[src/rtl/uart_rx.sv]
// uart_rx: 8-N-1 serial receiver (DIVISOR+1 clocks per bit), byte presented with a one-cycle data_valid strobe.
// Latency: strobe in the cycle after the mid-stop-bit sample edge, t0+2+HALF+9*(DIVISOR+1) (t0+2728 by default).
// Backpressure: none; data holds until the next good frame. Optional macro UART_RX_MAJORITY_EN: 3-sample majority vote.
module uart_rx #(
  parameter int unsigned DIVISOR = 286,
  parameter int unsigned HALF    = (DIVISOR + 1) / 2
) (
  input  logic       clk,
  input  logic       rst_n,
  input  logic       rx,
  output logic [7:0] data,
  output logic       data_valid,
  output logic       frame_err,
  output logic       busy
);

  localparam logic [2:0] S_IDLE  = 3'd0;
  localparam logic [2:0] S_START = 3'd1;
  localparam logic [2:0] S_DATA  = 3'd2;
  localparam logic [2:0] S_STOP  = 3'd3;
  localparam logic [2:0] S_BREAK = 3'd4;

  localparam logic [8:0] DIV_C = 9'(DIVISOR);
  // The counter is cleared on the START entry edge itself, so the HALF-th
  // clock after entry sees HALF-1. Comparing against HALF-1 puts the start
  // sample exactly HALF clocks after entry.
  localparam logic [8:0] START_C = 9'(HALF - 1);

  logic       rx_s1_q, rx_s2_q;
  logic [2:0] state_q, state_d;
  logic [8:0] cnt_q, cnt_d;
  logic [2:0] idx_q, idx_d;
  logic [7:0] shift_q, shift_d;
  logic [7:0] data_q, data_d;
  logic       vld_q, vld_d;
  logic       err_q, err_d;
  logic       samp;

  // Two-flop synchronizer; idle-high reset so reset never looks like a start edge
  always_ff @(posedge clk or negedge rst_n) begin
    if (!rst_n) begin
      rx_s1_q <= 1'b1;
      rx_s2_q <= 1'b1;
    end else begin
      rx_s1_q <= rx;
      rx_s2_q <= rx_s1_q;
    end
  end

`ifdef UART_RX_MAJORITY_EN
  logic [1:0] hist_q;

  // History of the two previous synchronized values for the majority vote
  always_ff @(posedge clk or negedge rst_n) begin
    if (!rst_n) begin
      hist_q <= 2'b11;
    end else begin
      hist_q <= {hist_q[0], rx_s2_q};
    end
  end

  assign samp = (rx_s2_q & hist_q[0]) | (rx_s2_q & hist_q[1]) | (hist_q[0] & hist_q[1]);
`else
  assign samp = rx_s2_q;
`endif

  // Frame FSM: start detect, mid-bit sampling, stop check, break wait
  always_comb begin
    state_d = state_q;
    cnt_d   = cnt_q;
    idx_d   = idx_q;
    shift_d = shift_q;
    data_d  = data_q;
    vld_d   = 1'b0;
    err_d   = 1'b0;
    case (state_q)
      S_IDLE: begin
        cnt_d = '0;
        if (!rx_s2_q) begin
          state_d = S_START;
        end
      end
      S_START: begin
        if (cnt_q == START_C) begin
          cnt_d = '0;
          if (!samp) begin
            state_d = S_DATA;
            idx_d   = '0;
          end else begin
            // Line went back high before mid start bit: treat as a glitch
            state_d = S_IDLE;
          end
        end else begin
          cnt_d = cnt_q + 9'd1;
        end
      end
      S_DATA: begin
        if (cnt_q == DIV_C) begin
          cnt_d   = '0;
          shift_d = {samp, shift_q[7:1]};
          if (idx_q == 3'd7) begin
            state_d = S_STOP;
          end else begin
            idx_d = idx_q + 3'd1;
          end
        end else begin
          cnt_d = cnt_q + 9'd1;
        end
      end
      S_STOP: begin
        if (cnt_q == DIV_C) begin
          cnt_d = '0;
          if (samp) begin
            data_d  = shift_q;
            vld_d   = 1'b1;
            state_d = S_IDLE;
          end else begin
            err_d   = 1'b1;
            state_d = S_BREAK;
          end
        end else begin
          cnt_d = cnt_q + 9'd1;
        end
      end
      S_BREAK: begin
        // Hold here until the line idles so a held-low line cannot retrigger
        cnt_d = '0;
        if (rx_s2_q) begin
          state_d = S_IDLE;
        end
      end
      default: begin
        state_d = S_IDLE;
        cnt_d   = '0;
      end
    endcase
  end

  // State, counters and registered output strobes
  always_ff @(posedge clk or negedge rst_n) begin
    if (!rst_n) begin
      state_q <= S_IDLE;
      cnt_q   <= '0;
      idx_q   <= '0;
      shift_q <= '0;
      data_q  <= '0;
      vld_q   <= 1'b0;
      err_q   <= 1'b0;
    end else begin
      state_q <= state_d;
      cnt_q   <= cnt_d;
      idx_q   <= idx_d;
      shift_q <= shift_d;
      data_q  <= data_d;
      vld_q   <= vld_d;
      err_q   <= err_d;
    end
  end

  assign data       = data_q;
  assign data_valid = vld_q;
  assign frame_err  = err_q;
  assign busy       = (state_q != S_IDLE);

endmodule

[config.mk]
export PLATFORM = sky130hd
export DESIGN_NAME = uart_rx
export DESIGN_NICKNAME = d
export VERILOG_FILES = /design/src/rtl/uart_rx.sv
export SDC_FILE = /design/constraint.sdc
export NUM_CORES = 1
export LEC_CHECK = 0
export ABC_AREA = 0
export ABC_CLOCK_PERIOD_IN_PS = 5650
export CORE_ASPECT_RATIO = 1.4
export CORE_UTILIZATION = 34
export DETAILED_ROUTE_END_ITERATION = 7
export SLEW_MARGIN = 20
export SYNTH_ARGS = -nofsm -noshare
export SYNTH_HDL_FRONTEND = slang
export SYNTH_SLANG_ARGS = --single-unit
[constraint.sdc]
create_clock -name clk -period 5.65 [get_ports clk]
set_input_delay 0.565 -clock clk [delete_from_list [all_inputs] [get_ports clk]]
set_output_delay 0.565 -clock clk [all_outputs]
set_load 0.1 [all_outputs]
==> results.sh, run 1 <==
export IMPL_crit_type="flip-flop to output port"
export IMPL_worstSkewPairLatency_ps=290
export IMPL_holdWs_ps=361.3
export IMPL_cts_buffers=5
export IMPL_power_frac_clock_pct=41.8
export IMPL_wl_per_cell_um=13.60
export IMPL_crit_path_end_kind="output port"
export IMPL_r2r_setup_slack_ps=3460
export IMPL_cts_root_buf="clkbuf_8"
export IMPL_cts_tree="done"
export IMPL_worst_slew_pin_slew_ps=986.1
export IMPL_status="finished clean"
export IMPL_final_cell_mix="33 x dfrtp_1, 17 x mux2_2, 13 x clkdlybuf4s50_1"
export IMPL_crit_path_start_kind="flip-flop"
export IMPL_finalWirelength_um=2842
export IMPL_swShare_pct=20.92
export IMPL_initial_core_util_pct=35.09
export IMPL_track_usage_pct=12.97
export IMPL_die_w_um=59.60
export IMPL_relSlewSlack_pct=34.05
export IMPL_drc=0
export IMPL_power_frac_comb_pct=1.5
export IMPL_worst_slack_ps=2824
export IMPL_seq_area_frac_synth_pct=55.63
export IMPL_ys_warn_count=0
export IMPL_cts_setup_buffers=0
export IMPL_reg2reg_depth=6
export IMPL_antenna_found_initial=0
export IMPL_grt_pass1_vias=1064
export IMPL_area_growth_pct=17.19
export IMPL_ys_types=33
export IMPL_hp_start="rx_s1_q"
export IMPL_dpl_hpwl_um=1972
export IMPL_period_needed_ps=2826
export IMPL_cts_resized=0
export IMPL_syn_cell_area_um2=1579
export IMPL_die_area_um2=4925
export IMPL_ant_nets=0
export IMPL_drive_gt1_share_pct=21.09
export IMPL_fill_cells=476
export IMPL_syn_num_nets=137
export IMPL_synth_edf_count=0
export IMPL_final_cell_area_um2=1851
export IMPL_viasPerCell=4.885
export IMPL_stdcell_count=209
export IMPL_ir_worst_vdd_mv=0.1531
export IMPL_synthFlopType="dfrtp_1"
export IMPL_hold_path_class="flip-flop to flip-flop"
export IMPL_postCtsHoldBufs=0
export IMPL_seq_power_share_pct=56.7
export IMPL_fin_setup_tns_ps=0
export IMPL_yosysTopAreaCell="dfrtp_1"
export IMPL_diodes=0
export IMPL_r2r_end="data[6]"
export IMPL_layout_commonest_cell="dfrtp_1"
export IMPL_gr_total_overflow=0
export IMPL_first_iter_violations=19
export IMPL_power_switching_mw=0.09306
export IMPL_worstHoldPathCells=0
export IMPL_clk_path_buf_depth=2
export IMPL_grt_pass1_wl_um=4609
export IMPL_synthCells=130
export IMPL_placed_area_um2=1759
export IMPL_hold_viol_final=0
export IMPL_num_io_pins=14
export IMPL_cp_max_fo=16
export IMPL_maxSlewViolCount=0
export IMPL_cp_arrival_ps=2260
export IMPL_row_count=29
export IMPL_cts_htree_levels=2
export IMPL_cts_sinks=35
export IMPL_rsz0062_at_grt="no"
export IMPL_ys_ff_latch=35
export IMPL_place_congestion=0.7896
export IMPL_skew_ps=2.843
export IMPL_async_flop_share_pct=100.0
export IMPL_syn_avg_cell_area_um2=12.15
export IMPL_firstDrtPassIters=4
export IMPL_cap_viol_max_count=0
export IMPL_die_height_um=82.64
export IMPL_fin_nets=153
export IMPL_holdPathEnd="rx_s2_q"
export IMPL_core_um2=4499
export IMPL_pwr_density_cell_nw_per_um2=240.4
export IMPL_power_leakage_nw=0.8310
export IMPL_fmax_mhz=353.9
export IMPL_vias=1021
export IMPL_dp_cells=201
export IMPL_crit_required_ps=5090
export IMPL_pre_cts_ws_ps=3115
export IMPL_grt_max_degree=36
export IMPL_period_share_pct=50.02
export IMPL_setup_viol=0
export IMPL_rr_startpoint="cnt_q[0]"
export IMPL_intPower_mw=0.3518
export IMPL_clkTransAtPathRegs_ps=70
export IMPL_synth_area_leaders="dfrtp_1 52%, mux2_2 12%, dfstp_2 3.3%"
export IMPL_synth_top_area_share_pct=52.30
export IMPL_io_buffers=13
-- worst max-delay path, cell delays in order (launching register included) --
cell	delay, ps
dfrtp_1	660
or3_1	190
clkdlybuf4s50_1	1130
-- synth_stat cells, types with 2 or more instances --
cell and instances:
nand4_1 5, or3_1 2, inv_1 9, nor3b_1 3
dfstp_2 2, buf_4 2, nor3_1 10, mux2_2 17
xnor2_1 6, dfrtp_1 33, nand3_1 5, o21ai_0 2
ha_1 4, nor2_1 8, nand2_1 4
-- kinds of logic (layout without fill, tap and decap cells) --
family,after synthesis,after routing,share of synthesized area [%]
AND/OR/NAND/NOR,43,43,16.09
adder cells (fa/ha/maj),4,4,3.170
AO/OA/AOI/OAI,10,10,4.755
XOR/XNOR,7,7,3.883
buffers and inverters,14,31,4.357
flip-flops,35,35,55.63
multiplexers,17,17,12.12
-- state kept, by name, indices dropped and copies added, names as in the netlist --
register	count
idx_q	3
frame_err	1
data	8
rx_s1_q	1
rx_s2_q	1
shift_q	8
cnt_q	9
state_q	3
data_valid	1
-- cell type report --
class | count | area [um2] | share of cell area (%)
Clock buffer | 7 | 86.33 | 4.665
Clock inverter | 1 | 5.005 | 0.2705
Multi-Input combinational cell | 81 | 631.9 | 34.14
Tap cell | 62 | 77.57 | 4.192
Inverter | 9 | 33.78 | 1.826
Sequential cell | 35 | 878.3 | 47.46
Timing Repair Buffer | 14 | 137.6 | 7.437
-- worst max path at each step --
stage	to	from	slack, ps
after floorplan	busy	state_q[1]	3850
after CTS	busy	state_q[2]	2810
after detailed placement	busy	state_q[2]	3120
final	busy	state_q[2]	2820
after global placement	busy	state_q[2]	3150
after global routing	busy	state_q[2]	2750
-- power groups by stage --
stage	logic, mW	registers, mW	clock network, mW
finish	0.00675	0.252	0.186
detailed placement	0.00718	0.257	0
global placement	0.00693	0.257	0
global route	0.00813	0.252	0.203
floorplan	0.000226	0.257	0
CTS	0.00713	0.252	0.193
-- per-layer routing --
layer  track usage [%]  routed length [um]
met1             12.51                1127
met2             24.49                1571
met3             2.960                  75
met4             7.674                  66
met5                 0                   0
-- stage by stage --
stage,util (%),power [mW]
3_5_place_dp,39.10,0.2642
6_report,41.13,0.4449
3_3_place_gp,39.10,0.2639
2_1_floorplan,-,0.2572
5_1_grt,41.13,0.4635
4_1_cts,41.13,0.4524
Note: power is estimated with default switching activity, not from simulation.
==> run 2, diff against run 1 <==
Settings changed: ABC_CLOCK_PERIOD_IN_PS 5650 to 3000.
Clock period 5.65 ns to 3 ns, I/O delays scaled along.
==> results.sh, run 2 (same netlist as run 1, synthesis figures left out) <==
export IMPL_largest_reg_flops=9
export IMPL_skew_ps=6.600
export IMPL_worstSkewPairLatency_ps=290
export IMPL_firstDrtPassIters=4
export IMPL_worst_slack_ps=862.5
export IMPL_fill_cells=452
export IMPL_initial_core_util_pct=35.09
export IMPL_viasPerCell=4.947
export IMPL_pre_cts_ws_ps=853.0
export IMPL_clk_path_buf_depth=2
export IMPL_row_count=29
export IMPL_first_iter_violations=18
export IMPL_period_needed_ps=2137
export IMPL_grt_max_degree=36
export IMPL_setup_viol=0
export IMPL_place_congestion=0.8208
export IMPL_status="finished clean"
export IMPL_die_area_um2=4925
export IMPL_relSlewSlack_pct=34.37
export IMPL_postCtsHoldBufs=0
export IMPL_ir_worst_vdd_mv=0.3554
export IMPL_cts_root_buf="clkbuf_8"
export IMPL_pwr_density_cell_nw_per_um2=491.7
export IMPL_regArea_um2=878.3
export IMPL_worst_slew_pin_slew_ps=981.4
export IMPL_rsz0062_at_grt="no"
export IMPL_clkTransAtPathRegs_ps=80
export IMPL_cts_buffers=5
export IMPL_cp_max_fo=9
export IMPL_multi_input_area_um2=631.9
export IMPL_grt_pass1_vias=1090
export IMPL_ant_nets=0
export IMPL_die_height_um=82.64
export IMPL_cts_sinks=35
export IMPL_antenna_found_initial=0
export IMPL_crit_path_start_kind="flip-flop"
export IMPL_top_register="cnt_q"
export IMPL_area_growth_pct=17.27
export IMPL_power_mw=0.9106
export IMPL_period_share_pct=71.25
export IMPL_fin_setup_tns_ps=0
export IMPL_power_leakage_nw=0.8551
export IMPL_dpl_hpwl_um=2094
export IMPL_cts_tree="done"
export IMPL_drive_gt1_share_pct=27.21
export IMPL_crit_type="flip-flop to flip-flop"
export IMPL_vias=1034
export IMPL_wl_per_cell_um=13.72
export IMPL_num_io_pins=14
export IMPL_grt_pass1_wl_um=4892
export IMPL_die_w_um=59.60
export IMPL_cts_resized=0
export IMPL_maxSlewViolCount=0
export IMPL_hold_path_class="flip-flop to flip-flop"
export IMPL_core_um2=4499
export IMPL_crit_required_ps=3170
export IMPL_cts_setup_buffers=0
export IMPL_crit_path_end_kind="flip-flop"
export IMPL_fmax_mhz=467.8
export IMPL_layout_commonest_cell="dfrtp_1"
export IMPL_cap_viol_max_count=0
export IMPL_track_usage_pct=13.80
export IMPL_cts_htree_levels=2
export IMPL_fin_nets=153
export IMPL_drc=0
export IMPL_final_cell_mix="33 x dfrtp_1, 17 x mux2_2, 10 x nor3_1"
export IMPL_io_buffers=13
export IMPL_diodes=0
export IMPL_finalWirelength_um=2867
export IMPL_gr_total_overflow=0
export IMPL_hold_viol_final=0
export IMPL_cp_arrival_ps=2310
-- run 2: cell types whose count changed in the layout (fill, tap and decap cells not counted), sizes merged --
cell,before,now
buf,1,9
bufinv,0,1
clkbuf,7,5
clkdlybuf4s50,13,5
clkinv,1,2
-- run 2: report_power, final --
part,internal [mW],switching [mW]
clock,0.247,0.176
sequential,0.474,0.00108
combinational,0.00327,0.00919
-- run 2: stage by stage --
step | instances | util [%] | area, um2 | hold slack, ps
global route | 209 | 41.16 | 1852 | 370.1
floorplan | 130 | - | 1579 | 4.409
detailed placement | 201 | 38.65 | 1739 | 354.6
global placement | 201 | 38.65 | 1739 | 346.2
finish | 209 | 41.16 | 1852 | 356.7
CTS | 209 | 41.16 | 1852 | 366.2
-- run 2: critical path, stage by stage (launching register included) --
cell and delay, ps:
dfrtp_1 420, inv_1 70, ha_1 280, nand2b_1 140
nor4_4 270, and3_1 440, mux2_2 390
-- run 2: area by class of cell --
type	count	share of cell area [%]
clock buffers	5	3.716
clock inverters	3	2.365
inverters	9	1.824
multi-input cells	81	34.12
flip-flops and latches	35	47.43
well taps	62	4.189
repair buffers	14	6.351
-- run 2: routing by layer --
metal | track usage (%) | share of wire, % | up-vias
met1 | 14.13 | 39 | 520
met5 | 0 | 0 | -
met3 | 3.738 | 2.8 | 6
met4 | 6.279 | 1.9 | 0
met2 | 25.62 | 56 | 17
li1 | - | - | 491
-- run 2: final timing paths --
check / startpoint / end / slack (ps) / depth (start not counted)
worst max-delay path: cnt_q[0] / data[5] / 860 / 6
worst min-delay path: rx_s1_q / rx_s2_q / 360 / 0
worst max register to register: cnt_q[0] / data[5] / 860 / 6
worst min register to register: rx_s1_q / rx_s2_q / 360 / 0
max in group asynchronous: rst_n / rx_s1_q / 2240 / 2
min in group asynchronous: rst_n / cnt_q[5] / 420 / 2
